`src/rtl/mm_stream_tx.sv`:
```
// AXI-Stream transmitter for the mm accelerator input: buffers A then B operand elements
// packed into 32-bit words, then replays the buffer as one packet with TLAST on the last word.
module mm_stream_tx #(
  parameter int unsigned M   = 8,
  parameter int unsigned N1  = 4,
  parameter int unsigned N2  = 4,
  parameter int unsigned D_W = 8
) (
  input  logic           clk,
  input  logic           rst_n,
  input  logic [D_W-1:0] load_data,
  input  logic           load_valid,
  output logic           load_ready,
  input  logic           start,
  output logic           busy,
  output logic           done,
  output logic [31:0]    m_TDATA,
  output logic           m_TVALID,
  input  logic           m_TREADY,
  output logic           m_TLAST
);

  localparam int unsigned EPW    = 32 / D_W;
  localparam int unsigned ELEMS  = M * N1 + N1 * N2;
  localparam int unsigned WORDS  = ELEMS / EPW;
  localparam int unsigned ELEM_W = (ELEMS > 1) ? $clog2(ELEMS) : 1;
  localparam int unsigned WORD_W = (WORDS > 1) ? $clog2(WORDS) : 1;

  typedef enum logic [1:0] {
    FILL   = 2'd0,
    LOADED = 2'd1,
    SEND   = 2'd2
  } state_t;

  state_t              state_q, state_d;
  logic [ELEM_W-1:0]   elem_q, elem_d;
  logic [WORD_W-1:0]   word_q, word_d;
  logic                done_q, done_d;
  logic                last_word;
  logic [31:0]         buf_q [WORDS];
  logic [WORD_W-1:0]   wr_word;
  int unsigned         wr_off;

  always_ff @(posedge clk or negedge rst_n) begin
    if (!rst_n) begin
      state_q <= FILL;
      elem_q  <= '0;
      word_q  <= '0;
      done_q  <= 1'b0;
    end else begin
      state_q <= state_d;
      elem_q  <= elem_d;
      word_q  <= word_d;
      done_q  <= done_d;
    end
  end

  always_comb begin
    state_d    = state_q;
    elem_d     = elem_q;
    word_d     = word_q;
    done_d     = 1'b0;
    load_ready = 1'b0;
    busy       = 1'b0;
    m_TVALID   = 1'b0;
    last_word  = (word_q == WORD_W'(WORDS - 1));
    unique case (state_q)
      FILL: begin
        load_ready = 1'b1;
        if (load_valid) begin
          if (elem_q == ELEM_W'(ELEMS - 1)) begin
            elem_d  = '0;
            state_d = LOADED;
          end else begin
            elem_d = elem_q + 1'b1;
          end
        end
      end
      LOADED: begin
        if (start) begin
          word_d  = '0;
          state_d = SEND;
        end
      end
      SEND: begin
        busy     = 1'b1;
        m_TVALID = 1'b1;
        if (m_TREADY) begin
          if (last_word) begin
            word_d  = '0;
            done_d  = 1'b1;
            state_d = FILL;
          end else begin
            word_d = word_q + 1'b1;
          end
        end
      end
      default: state_d = FILL;
    endcase
  end

  // Outputs are decoded from registered state so an async reset clears them immediately.
  assign m_TLAST = m_TVALID && last_word;
  assign m_TDATA = m_TVALID ? buf_q[word_q] : '0;
  assign done    = done_q;

  always_comb begin
    wr_word = WORD_W'(32'(elem_q) / EPW);
    wr_off  = (32'(elem_q) % EPW) * D_W;
  end

  always_ff @(posedge clk) begin
    if (load_valid && load_ready)
      buf_q[wr_word][wr_off +: D_W] <= load_data;
  end

endmodule
```
`config.mk`:
```
export PLATFORM = sky130hd
export DESIGN_NAME = mm_stream_tx
export DESIGN_NICKNAME = d
export VERILOG_FILES = /design/src/rtl/mm_stream_tx.sv
export SDC_FILE = /design/constraint.sdc
export NUM_CORES = 1
export LEC_CHECK = 0
export BUFFER_PORTS_ARGS = -buffer_cell sky130_fd_sc_hd__buf_2
export CORE_ASPECT_RATIO = 1.2
export CORE_MARGIN = 5
export CORE_UTILIZATION = 25
export CTS_CLUSTER_DIAMETER = 100
export DETAILED_ROUTE_END_ITERATION = 8
export PLACE_DENSITY = 0.44
export REMOVE_ABC_BUFFERS = 1
export SYNTH_ARGS = -nofsm -noshare
export SYNTH_HDL_FRONTEND = slang
export SYNTH_SLANG_ARGS = --single-unit
export TNS_END_PERCENT = 5
```
`constraint.sdc`:
```
create_clock -name clk -period 2 [get_ports clk]
set_input_delay 0.4 -clock clk [delete_from_list [all_inputs] [get_ports clk]]
set_output_delay 0.4 -clock clk [all_outputs]
set_load 0.05 [all_outputs]
```
**Word level (Yosys, flattened, before mapping)**

Memory sizes are Yosys's and may differ from the RTL's.
Cells that the tools add are included.

- $mul: 0
- Bitwise operators: 0
- Shift-type cells: 2
- Muxes and demuxes: 19
- Eq/ne operators: 9
- Reduce and logical (&&, ||, !) cells: 7
- Div/mod/pow operators: 0
- Magnitude comparators: 0
- Add/sub/neg operators: 3

Operators with widths:

| operator | number |
|---|---|
| two-way mux 32 bit | 2 |
| negation 5 -> 34 bit | 1 |
| variable shift 8 x 34 -> 32 bit (first input constant) | 1 |
| indexed part select 8 x 34 -> 32 bit | 1 |
| two-way mux 4 bit | 3 |
| two-way mux 2 bit | 5 |
| != test 2 bit (second input constant) | 5 |
| case mux 4 bit (2 select lines) | 1 |
| adder 6 x 1 -> 6 bit (second input constant) | 1 |
| == test 6 bit (second input constant) | 1 |
| two-way mux 1 bit | 6 |
| two-way mux 6 bit | 1 |
| case mux 2 bit (3 select lines) | 1 |
| AND reduction 5 bit | 1 |
| adder 4 x 1 -> 4 bit (second input constant) | 1 |
| == test 4 bit (second input constant) | 1 |
| AND reduction 3 bit | 1 |
| == test 2 x 1 -> 1 bit (second input constant) | 1 |
| == test 2 bit (second input constant) | 1 |
| logical AND 1 bit | 2 |
| zero test 2 bit | 1 |
| AND reduction 2 bit | 1 |
| nonzero test 2 bit | 1 |

- Bits in latches: 0
- Input port bits: 13
- ROM bits: 0
- Memories: 1
- Register bits after elaboration: 13
- Output and inout port bits: 37
- Bits in writable memories: 384

Memory list:

| name | words | width | read ports | clocked after memory_dff | wr ports | line | RTL |
|---|---|---|---|---|---|---|---|
| buf_q | 12 | 32 | 1 | 0 | 1 | 40 | `logic [31:0] buf_q [WORDS];` |

**Depth between registers and ports, before layout**

Gate-level depths: netlist of the first run.

- Word-level depth: 5
- Gate-level depth with buffers: 6
- Gate-level depth less buffers: 4

**Worst setup path before layout of the first run**

Ideal clock, no wire load.

- Path kind: register to output
- Start: register state_q[0]
- End: output m_TDATA[24]
- Cell stages (with the launch flop): 6
- Data arrival time: 2.384 ns
- Data required time: 1.600 ns
- Setup slack: -0.784 ns
- Cells stage by stage: dfrtp_1 -> and2b_1 -> buf_2 -> clkbuf_1 -> o21ai_0 -> a21oi_1

- Longest elaborated chain between the ends: 3

RTL lines:

| item | line | RTL |
|---|---|---|
| start, declared | 35 | `state_t state_q, state_d;` |
| start signal, assigned | 51 | `state_q <= state_d;` |
| == test 2 bit | -- |  |
| two-way mux 1 bit | -- |  |
| via busy | 15 | `output logic busy,` |
| two-way mux 32 bit | 104 | `assign m_TDATA = m_TVALID ? buf_q[word_q] : '0;` |
| end, declared | 17 | `output logic [31:0] m_TDATA,` |

The timed path passes the listed nets, and every way through them passes these cells.

**Worst setup path after layout of the first run**

- Start: register word_q[1]
- End: output m_TDATA[29]

- Longest elaborated chain between the ends: 2

RTL lines:

| item | line | RTL |
|---|---|---|
| start, declared | 37 | `logic [WORD_W-1:0] word_q, word_d;` |
| start signal, assigned | 53 | `word_q <= word_d;` |
| memory (12 x 32 bit) | -- |  |
| two-way mux 32 bit | 104 |  |

Every way passes these cells.

==> results of run 1 <==
[layout make-up]
| class | instances | area, um2 | share of cell area, % |
|---|---|---|---|
| Antenna cell | 1 | 2.502 | 0.01218 |
| Clock buffer | 43 | 1076 | 5.236 |
| Clock inverter | 33 | 462.9 | 2.253 |
| Inverter | 6 | 22.52 | 0.1096 |
| Multi-Input combinational cell | 347 | 3772 | 18.36 |
| Sequential cell | 397 | 11870 | 57.74 |
| Tap cell | 824 | 1031 | 5.016 |
| Timing Repair Buffer | 213 | 2317 | 11.27 |
[stage by stage]
stage	util, %	setup slack (ps)	power [mW]
after floorplan	-	-3173	15.05
after global placement	29.15	-280.0	19.47
after detailed placement	29.15	-274.7	19.51
after CTS	32.18	-850.6	28.98
after global routing	32.65	-863.8	30.41
final	32.66	-757.4	29.06
[worst min path at each step]
stage | start | slack, ps | cells after the start | to
after floorplan | rst_n | 100 | 0 | done
after global placement | rst_n | 340 | 1 | word_q[3]
after detailed placement | rst_n | 340 | 1 | word_q[3]
after CTS | m_TREADY | 160 | 3 | word_q[3]
after global routing | start | 210 | 3 | state_q[0]
final | m_TREADY | 210 | 2 | done
[Yosys cell counts (2+ instances only)]
cell,count
mux4_2,96
o21ai_0,37
dfrtp_1,13
nand3_1,4
nand2_1,16
buf_4,9
nor2b_1,5
nor2_1,52
clkbuf_1,17
buf_2,19
o31ai_1,2
o211ai_1,2
or4_1,2
ha_1,6
edfxtp_1,384
nor3_1,2
and2_1,33
a21oi_1,37
nor3b_1,4
mux2i_1,32
and3_1,2
inv_1,6
[logic make-up after synthesis]
family | count (synthesis) | synth area share, %
compound gates | 82 | 2.744
mux | 129 | 15.81
flops | 397 | 75.15
simple gates | 129 | 4.188
xor+xnor | 1 | 0.05553
buf+inv | 51 | 1.578
fa+ha+maj | 6 | 0.4758
[registers in the layout (all words and copies together) (netlist names)]
name	count
word_q	4
done	1
elem_q	6
buf_q	384
state_q	2
[report_power, final]
group,internal (mW),leakage [nW],switching [mW]
registers,10.2,3.71,0.226
clock network,5.35,0.736,3.23
logic,4.81,2.40,5.27
[cells in the final DEF (no fill, tap or decap), types with 10 or more instances in the layout]
cell / n
buf_4: 121
dfrtp_1: 10
mux2i_1: 30
o21ai_0: 25
bufinv_16: 11
edfxtp_1: 384
a21oi_1: 31
mux4_2: 96
buf_6: 24
nand2_1: 13
buf_12: 48
buf_2: 14
clkbuf_16: 46
and2_1: 23
nor2_1: 52
[what timing repair did]
action	CTS	global route
gates resized for setup	69	39
setup endpoints to repair	65	415
hold buffers	1	0
pin swaps	16	3
cloned	2	3
buffers inserted	11	23
hold endpoints to repair	13	0
[critical path: stages, from the launching register on]
cell and delay (ps):
dfrtp_4 500, buf_12 170, buf_12 150, mux4_2 530
mux2i_4 190, a21oi_4 100, buf_6 170
[per-layer routing]
| layer | vias to the layer above | wire [um] | track usage (%) |
|---|---|---|---|
| met1 | 4202 | 17350 | 15.23 |
| met4 | 0 | 807 | 2.868 |
| met3 | 48 | 1677 | 1.780 |
| li1 | 3653 | - | - |
| met2 | 133 | 20620 | 20.14 |
| met5 | - | 0 | 0 |
==> impl_metrics.ini, run 1 <==
[status]
outcome = complete, but fails checks
violations = negative setup slack

[sta]
finalHoldViolCount = 0
finalSetupTns_ps = -23450
slew_viol_final = 0
fin_crit_ps = 2757
worstMarginPinSlew_ps = 397.0
finalCritPeriodShare_pct = 137.9
setup_violations = 35
finClkSkew_ps = 12.35
slew_headroom_pct = 73.26
rsz0062_at_grt = true
setup_ws_ps = -757.4
whs_ps = 207.1
fmax_mhz = 362.7

[place]
routabilityCongestion = 0.7638
dp_cells = 1750
postPlaceCellArea_um2 = 18340
dpl.hpwl_mm = 24.66
port_buffers = 49

[floorplan]
ios = 50
die_h_um = 285.2
placementRows = 101
dieArea_um2 = 68250
die_x_um = 239.3
floorplan.initialDensity_pct = 25.07
core_area_um2 = 62930

[yosys]
yosysSeqAreaShare_pct = 75.15
synth_top_area_cell = edfxtp_1
yosysUniqueCellTypes = 37
synthArstFlopShare_pct = 3.275
ys.warnings.count = 0
avgSynthCellArea_um2 = 19.84
synth_area_leaders = edfxtp_1 73%, mux4_2 14%, dfrtp_1 2.1%
synth_seq_cells = 397
synth_ff_type = edfxtp_1
synth_edf_count = 384
netlist_instances = 795
synth_top_cell_area_share_pct = 73.09
syn_area_um2 = 15780

[grt]
grt_pass1_vias = 8532
grt_max_degree = 41
grt-ovfl-total = 0
antenna_found_initial = 2
grtUsageTotal_pct = 11.59
grt_pass1_wl_mm = 58.76

[worst_hold_path]
hold_class = in -> reg

[route]
detail_route.iter0.violations = 558
via_per_inst = 4.311
vias = 8036
wl_mm = 40.46
drcViolationCount = 0
firstDrtPassIters = 4
ant_nets = 0
wire_per_inst_um = 21.70

[power_and_ir_drop]
leakage_nw = 6.847
p_per_area_nw_per_um2 = 1414
ir_drop_uv = 544.0

[worst_setup_path]
worstPathRequired_ps = 1600
cp-start-kind = flip-flop
crit_type = reg -> out
reg2reg_depth = 8
crit_path_start = word_q[1]
r2r_setup_slack_ps = 10
r2r-end = word_q[3]
crit_arrival_ps = 2360
endpoint_kind = output pin
r2r-start = word_q[0]
critPathMaxFanout = 9
critPathCapture = m_TDATA[29]

[clock_tree]
clk_pin_slew_worst_paths_ps = 60
cts_root_buf = clkbuf_16
numCtsBuffers = 41
insertion_delay_ps = 540
cts_sinks = 397
clockBufferDepth = 3
htree_levels = 2
cts_tree = yes

[finish]
final_cells = 1864
nets = 1025
drive_above_1_share_pct = 39.75
final.fill_count = 6061
area_delta_synth_final_pct = 30.27
fin_area_um2 = 20550

[flow_run]
maxCapViolCount = 0
No activity file was read; power rests on OpenSTA's default activity.
==> inputs of run 2 (changes only) <==
--- a/config.mk
+++ b/config.mk
@@ -12,7 +12,6 @@
 export CTS_CLUSTER_DIAMETER = 100
 export DETAILED_ROUTE_END_ITERATION = 8
 export PLACE_DENSITY = 0.44
-export REMOVE_ABC_BUFFERS = 1
 export SYNTH_ARGS = -nofsm -noshare
 export SYNTH_HDL_FRONTEND = slang
 export SYNTH_SLANG_ARGS = --single-unit
==> run 2 against run 1 <==
- the flow still finishes with violations (negative setup slack)
- maximum frequency up 0.63%
- critical path depth unchanged
- non-clock buffer count down 24
- total power down 3.7%
- utilization down 0.54 points
- critical path type unchanged
- highest routed layer is now met5
==> impl_metrics.ini, run 2 (synthesis gave the netlist of run 1 again) <==
[floorplan]
core_area_um2 = 62930
placementRows = 101
die_h_um = 285.2
floorplan.initialDensity_pct = 25.07
die_x_um = 239.3
dieArea_um2 = 68250
ios = 50

[finish]
multiInputGateArea_um2 = 4158
final.fill_count = 6084
antenna_cells = 0
seq_area_um2 = 11870
area_delta_synth_final_pct = 28.10
final_cell_mix = 384 x edfxtp_1, 111 x buf_4, 96 x mux4_2
final_common_cell = edfxtp_1
nets = 1000
fin_util_pct = 32.11
final_cells = 1835
largest-register = buf_q
drive_above_1_share_pct = 42.93
top_regs = buf_q: 384 flops, elem_q: 6 flops, word_q: 4 flops
largest_reg_flops = 384

[sta]
fmax_mhz = 365.0
fin_crit_ps = 2740
worstMarginPinSlew_ps = 379.9
setup_ws_ps = -740.0
finClkSkew_ps = 19.56
slew_viol_final = 0
rsz0062_at_grt = true
finalHoldViolCount = 0
slew_headroom_pct = 74.67
setup_violations = 33
finalSetupTns_ps = -22130
finalCritPeriodShare_pct = 137.0

[route]
via_per_inst = 4.347
detail_route.iter0.violations = 545
drcViolationCount = 0
wire_per_inst_um = 21.37
wl_mm = 39.21
ant_nets = 0
vias = 7977
firstDrtPassIters = 5

[power_and_ir_drop]
p_total_mw = 28.00
leakage_nw = 6.547
ir_drop_uv = 473.3
p_per_area_nw_per_um2 = 1385

[worst_hold_path]
hold_class = in -> reg
whs_path_depth = 3

[worst_setup_path]
critPathMaxFanout = 16
worstPathRequired_ps = 1600
crit_arrival_ps = 2340
cp-start-kind = flip-flop
endpoint_kind = output pin
reg2reg_depth = 7
crit_type = reg -> out

[yosys]
synthesis.nets = 814

[grt]
grt_pass1_vias = 8615
grtUsageTotal_pct = 11.45
grt_pass1_wl_mm = 58.54
grt_max_degree = 37
antenna_found_initial = 4
grt-ovfl-total = 0

[clock_tree]
insertion_delay_ps = 530
cts_tree = yes
numCtsBuffers = 40
clk_pin_slew_worst_paths_ps = 60
clockBufferDepth = 3
cts_root_buf = clkbuf_16
cts_sinks = 397
htree_levels = 2

[status]
outcome = complete, but fails checks
violations = negative setup slack

[place]
dp_cells = 1738
dpl.hpwl_mm = 24.92
port_buffers = 49
routabilityCongestion = 0.7274

[flow_run]
maxCapViolCount = 0
==> run 2: changes by cell type in the layout (fill, tap and decap cells not counted), moves of 10 or more <==
cell,delta
clkbuf_1,+14
buf_4,-10
a21oi_4,+11
a21oi_1,-26
and2_1,-16
buf_12,-23
mux2i_4,+12
a21oi_2,+15
and2_2,+17
mux2i_1,-21
==> run 2: metrics by stage <==
| stage | cell area (um2) | hold WS (ps) | worst slack, ps |
|---|---|---|---|
| after floorplan | 16040 | 104.4 | -70.41 |
| after global placement | 18270 | 323.9 | -420.1 |
| after detailed placement | 18270 | 325.9 | -427.9 |
| after CTS | 19980 | 170.4 | -801.0 |
| after global routing | 20210 | 198.7 | -835.1 |
| final | 20210 | 199.3 | -740.0 |
==> run 2: what timing repair did <==
item                                    in CTS  in global routing
cloned                                       1                  1
hold buffers                                 1                  0
resized for setup                           94                 45
buffers inserted                            10                 13
endpoints found under the setup margin      35                551
pin swaps                                    7                  1
hold endpoints to repair                    13                  0
==> run 2: critical path, stage by stage (launching register included) <==
cell and delay [ps]:
dfrtp_4 440, buf_12 190, buf_12 150, mux4_2 520
mux2i_2 210, a21oi_2 110, buf_6 170
==> run 2: final timing paths <==
kind | from | end | slack (ps)
worst max-delay path | word_q[1] | m_TDATA[8] | -740
worst min-delay path | m_TREADY | word_q[3] | 200
worst max register to register | word_q[0] | word_q[3] | 10
worst min register to register | state_q[1] | state_q[0] | 610
max in group asynchronous | rst_n | word_q[0] | 1380
min in group asynchronous | rst_n | elem_q[4] | 330
==> run 2: final cells by class <==
class,count,share of cell area [%]
timing repair buffer,189,9.355
sequential,397,58.71
clock inverter,16,0.7368
multi-input combinational,347,20.57
tap,824,5.102
inverter,6,0.1176
clock buffer,56,5.405
==> run 2: report_power, final <==
part           switching, mW  total (mW)  internal, mW
registers              0.225        10.4          10.2
clock network           3.00        7.19          4.20
logic                   5.62        10.4          4.80
==> run 2: layer usage <==
| layer | vias to the layer above | global-route usage, % | part of all wire (%) |
|---|---|---|---|
| met2 | 133 | 19.64 | 51 |
| li1 | 3592 | - | - |
| met3 | 50 | 1.896 | 3.7 |
| met5 | - | 0 | 0.069 |
| met1 | 4198 | 15.20 | 44 |
| met4 | 4 | 2.811 | 1.8 |
==> inputs of run 3 (changes only) <==
--- a/config.mk
+++ b/config.mk
@@ -5,13 +5,14 @@
 export SDC_FILE = /design/constraint.sdc
 export NUM_CORES = 1
 export LEC_CHECK = 0
-export BUFFER_PORTS_ARGS = -buffer_cell sky130_fd_sc_hd__buf_2
+export BUFFER_PORTS_ARGS = -buffer_cell sky130_fd_sc_hd__clkbuf_2
 export CORE_ASPECT_RATIO = 1.2
 export CORE_MARGIN = 5
 export CORE_UTILIZATION = 25
 export CTS_CLUSTER_DIAMETER = 100
 export DETAILED_ROUTE_END_ITERATION = 8
 export PLACE_DENSITY = 0.44
+export REMOVE_ABC_BUFFERS = 1
 export SYNTH_ARGS = -nofsm -noshare
 export SYNTH_HDL_FRONTEND = slang
 export SYNTH_SLANG_ARGS = --single-unit
==> run 3 against run 2 <==
- the run still ends with negative setup slack left
- sequential share of layout area fell by 0.31 points
- via count rose by 0.90%
- clock-buffer cell count fell by 3
- sequential power barely moved
- first-iteration DRC count rose by 6.8%
- cell count rose by 0.27%
- setup slack got worse by 46 ps
- largest power group unchanged
==> impl_metrics.ini, run 3 (synthesis gave the netlist of run 1 again) <==
[worst_setup_path]
crit_arrival_ps = 2390
endpoint_kind = output pin
worstPathRequired_ps = 1600
critPathMaxFanout = 14
crit_type = reg -> out
r2r-start = word_q[0]
cp-start-kind = flip-flop
crit_path_start = word_q[1]

[place]
dpl.hpwl_mm = 25.62
place_ws_ps = -378.5
routabilityCongestion = 0.7374
port_buffers = 49

[finish]
largest_reg_flops = 384
drive_above_1_share_pct = 39.41
final_common_cell = edfxtp_1
seq_area_um2 = 11870
final.fill_count = 6062
top_regs = buf_q: 384 flops, elem_q: 6 flops, word_q: 4 flops
final_cell_mix = 384 x edfxtp_1, 96 x mux4_2, 92 x buf_4
nets = 1002
largest-register = buf_q
area_delta_synth_final_pct = 28.81
multiInputGateArea_um2 = 3839

[floorplan]
core_area_um2 = 62930
floorplan.initialDensity_pct = 25.07
die_h_um = 285.2
placementRows = 101
dieArea_um2 = 68250
die_x_um = 239.3
ios = 50

[route]
detail_route.iter0.violations = 582
wl_mm = 40.31
drcViolationCount = 0
firstDrtPassIters = 5
wire_per_inst_um = 21.91
vias = 8049
ant_nets = 0
via_per_inst = 4.374

[sta]
slew_viol_final = 0
finClkSkew_ps = 9.812
setup_ws_ps = -785.5
fin_crit_ps = 2786
rsz0062_at_grt = true
setup_violations = 35
finalHoldViolCount = 0
slew_headroom_pct = 73.13
finalCritPeriodShare_pct = 139.3
fmax_mhz = 359.0
worstMarginPinSlew_ps = 403.0

[power_and_ir_drop]
ir_drop_uv = 669.0
leakage_nw = 6.679
p_total_mw = 28.02
p_per_area_nw_per_um2 = 1379

[grt]
grtUsageTotal_pct = 11.60
grt_pass1_vias = 8607
antenna_found_initial = 2
grt_max_degree = 33
grt-ovfl-total = 0
grt_pass1_wl_mm = 58.84

[status]
outcome = complete, but fails checks
violations = negative setup slack

[worst_hold_path]
holdCritStartpoint = start
hold_class = in -> reg

[clock_tree]
cts_tree = yes
clk_pin_slew_worst_paths_ps = 60
numCtsBuffers = 41
cts_root_buf = clkbuf_16
htree_levels = 2
clockBufferDepth = 3
cts_sinks = 397
insertion_delay_ps = 540

[flow_run]
maxCapViolCount = 0
## run 3: metal layers
metal | track usage, % | share of wire, %
met5 | 0 | 0
met4 | 3.054 | 1.9
met3 | 1.712 | 3.2
met2 | 19.63 | 51
met1 | 15.67 | 44
## run 3: per-stage QoR
stage	hold slack [ps]	setup TNS, ps	utilization [%]	std cells	area (um2)
finish	203.9	-23410	32.29	1840	20320
global route	201.9	-26670	32.29	1839	20320
CTS	179.1	-25850	31.55	1825	19850
detailed placement	345.9	-7109	29.12	1749	18330
global placement	348.3	-7020	29.12	1749	18330
floorplan	104.4	-135800	-	750	15550
## run 3: final cells by class
class	instances	area share, %
tap	824	5.073
antenna	1	0.01231
multi-input combinational	347	18.89
inverter	6	0.1108
timing repair buffer	190	11.09
sequential	397	58.40
clock inverter	22	0.8004
clock buffer	53	5.627
## run 3: final timing paths
kind / to / slack (ps) / cells after the start
worst max-delay path: m_TDATA[24] / -790 / 6
worst min-delay path: state_q[0] / 200 / 3
worst max register to register: word_q[3] / 70 / 8
worst min register to register: word_q[2] / 600 / 2
max in group asynchronous: word_q[1] / 1360 / 2
min in group asynchronous: word_q[2] / 320 / 2
## run 3: worst max-delay path, cell delays in order (launching register included)
cell,delay (ps)
dfrtp_4,510
buf_12,200
mux4_2,550
mux2i_4,230
buf_6,130
a21oi_2,60
buf_8,150
## run 3: what timing repair did
action,in CTS,in global routing
setup buffers,0,10
resized for setup,53,103
gates cloned,0,6
pin swaps,10,14
endpoints found under the hold margin,13,0
hold buffers,1,0
setup endpoints to repair,35,554
## run 3: report_power, final
part	switching, mW	internal, mW
clock network	3.14	4.30
logic	5.33	4.84
registers	0.245	10.2
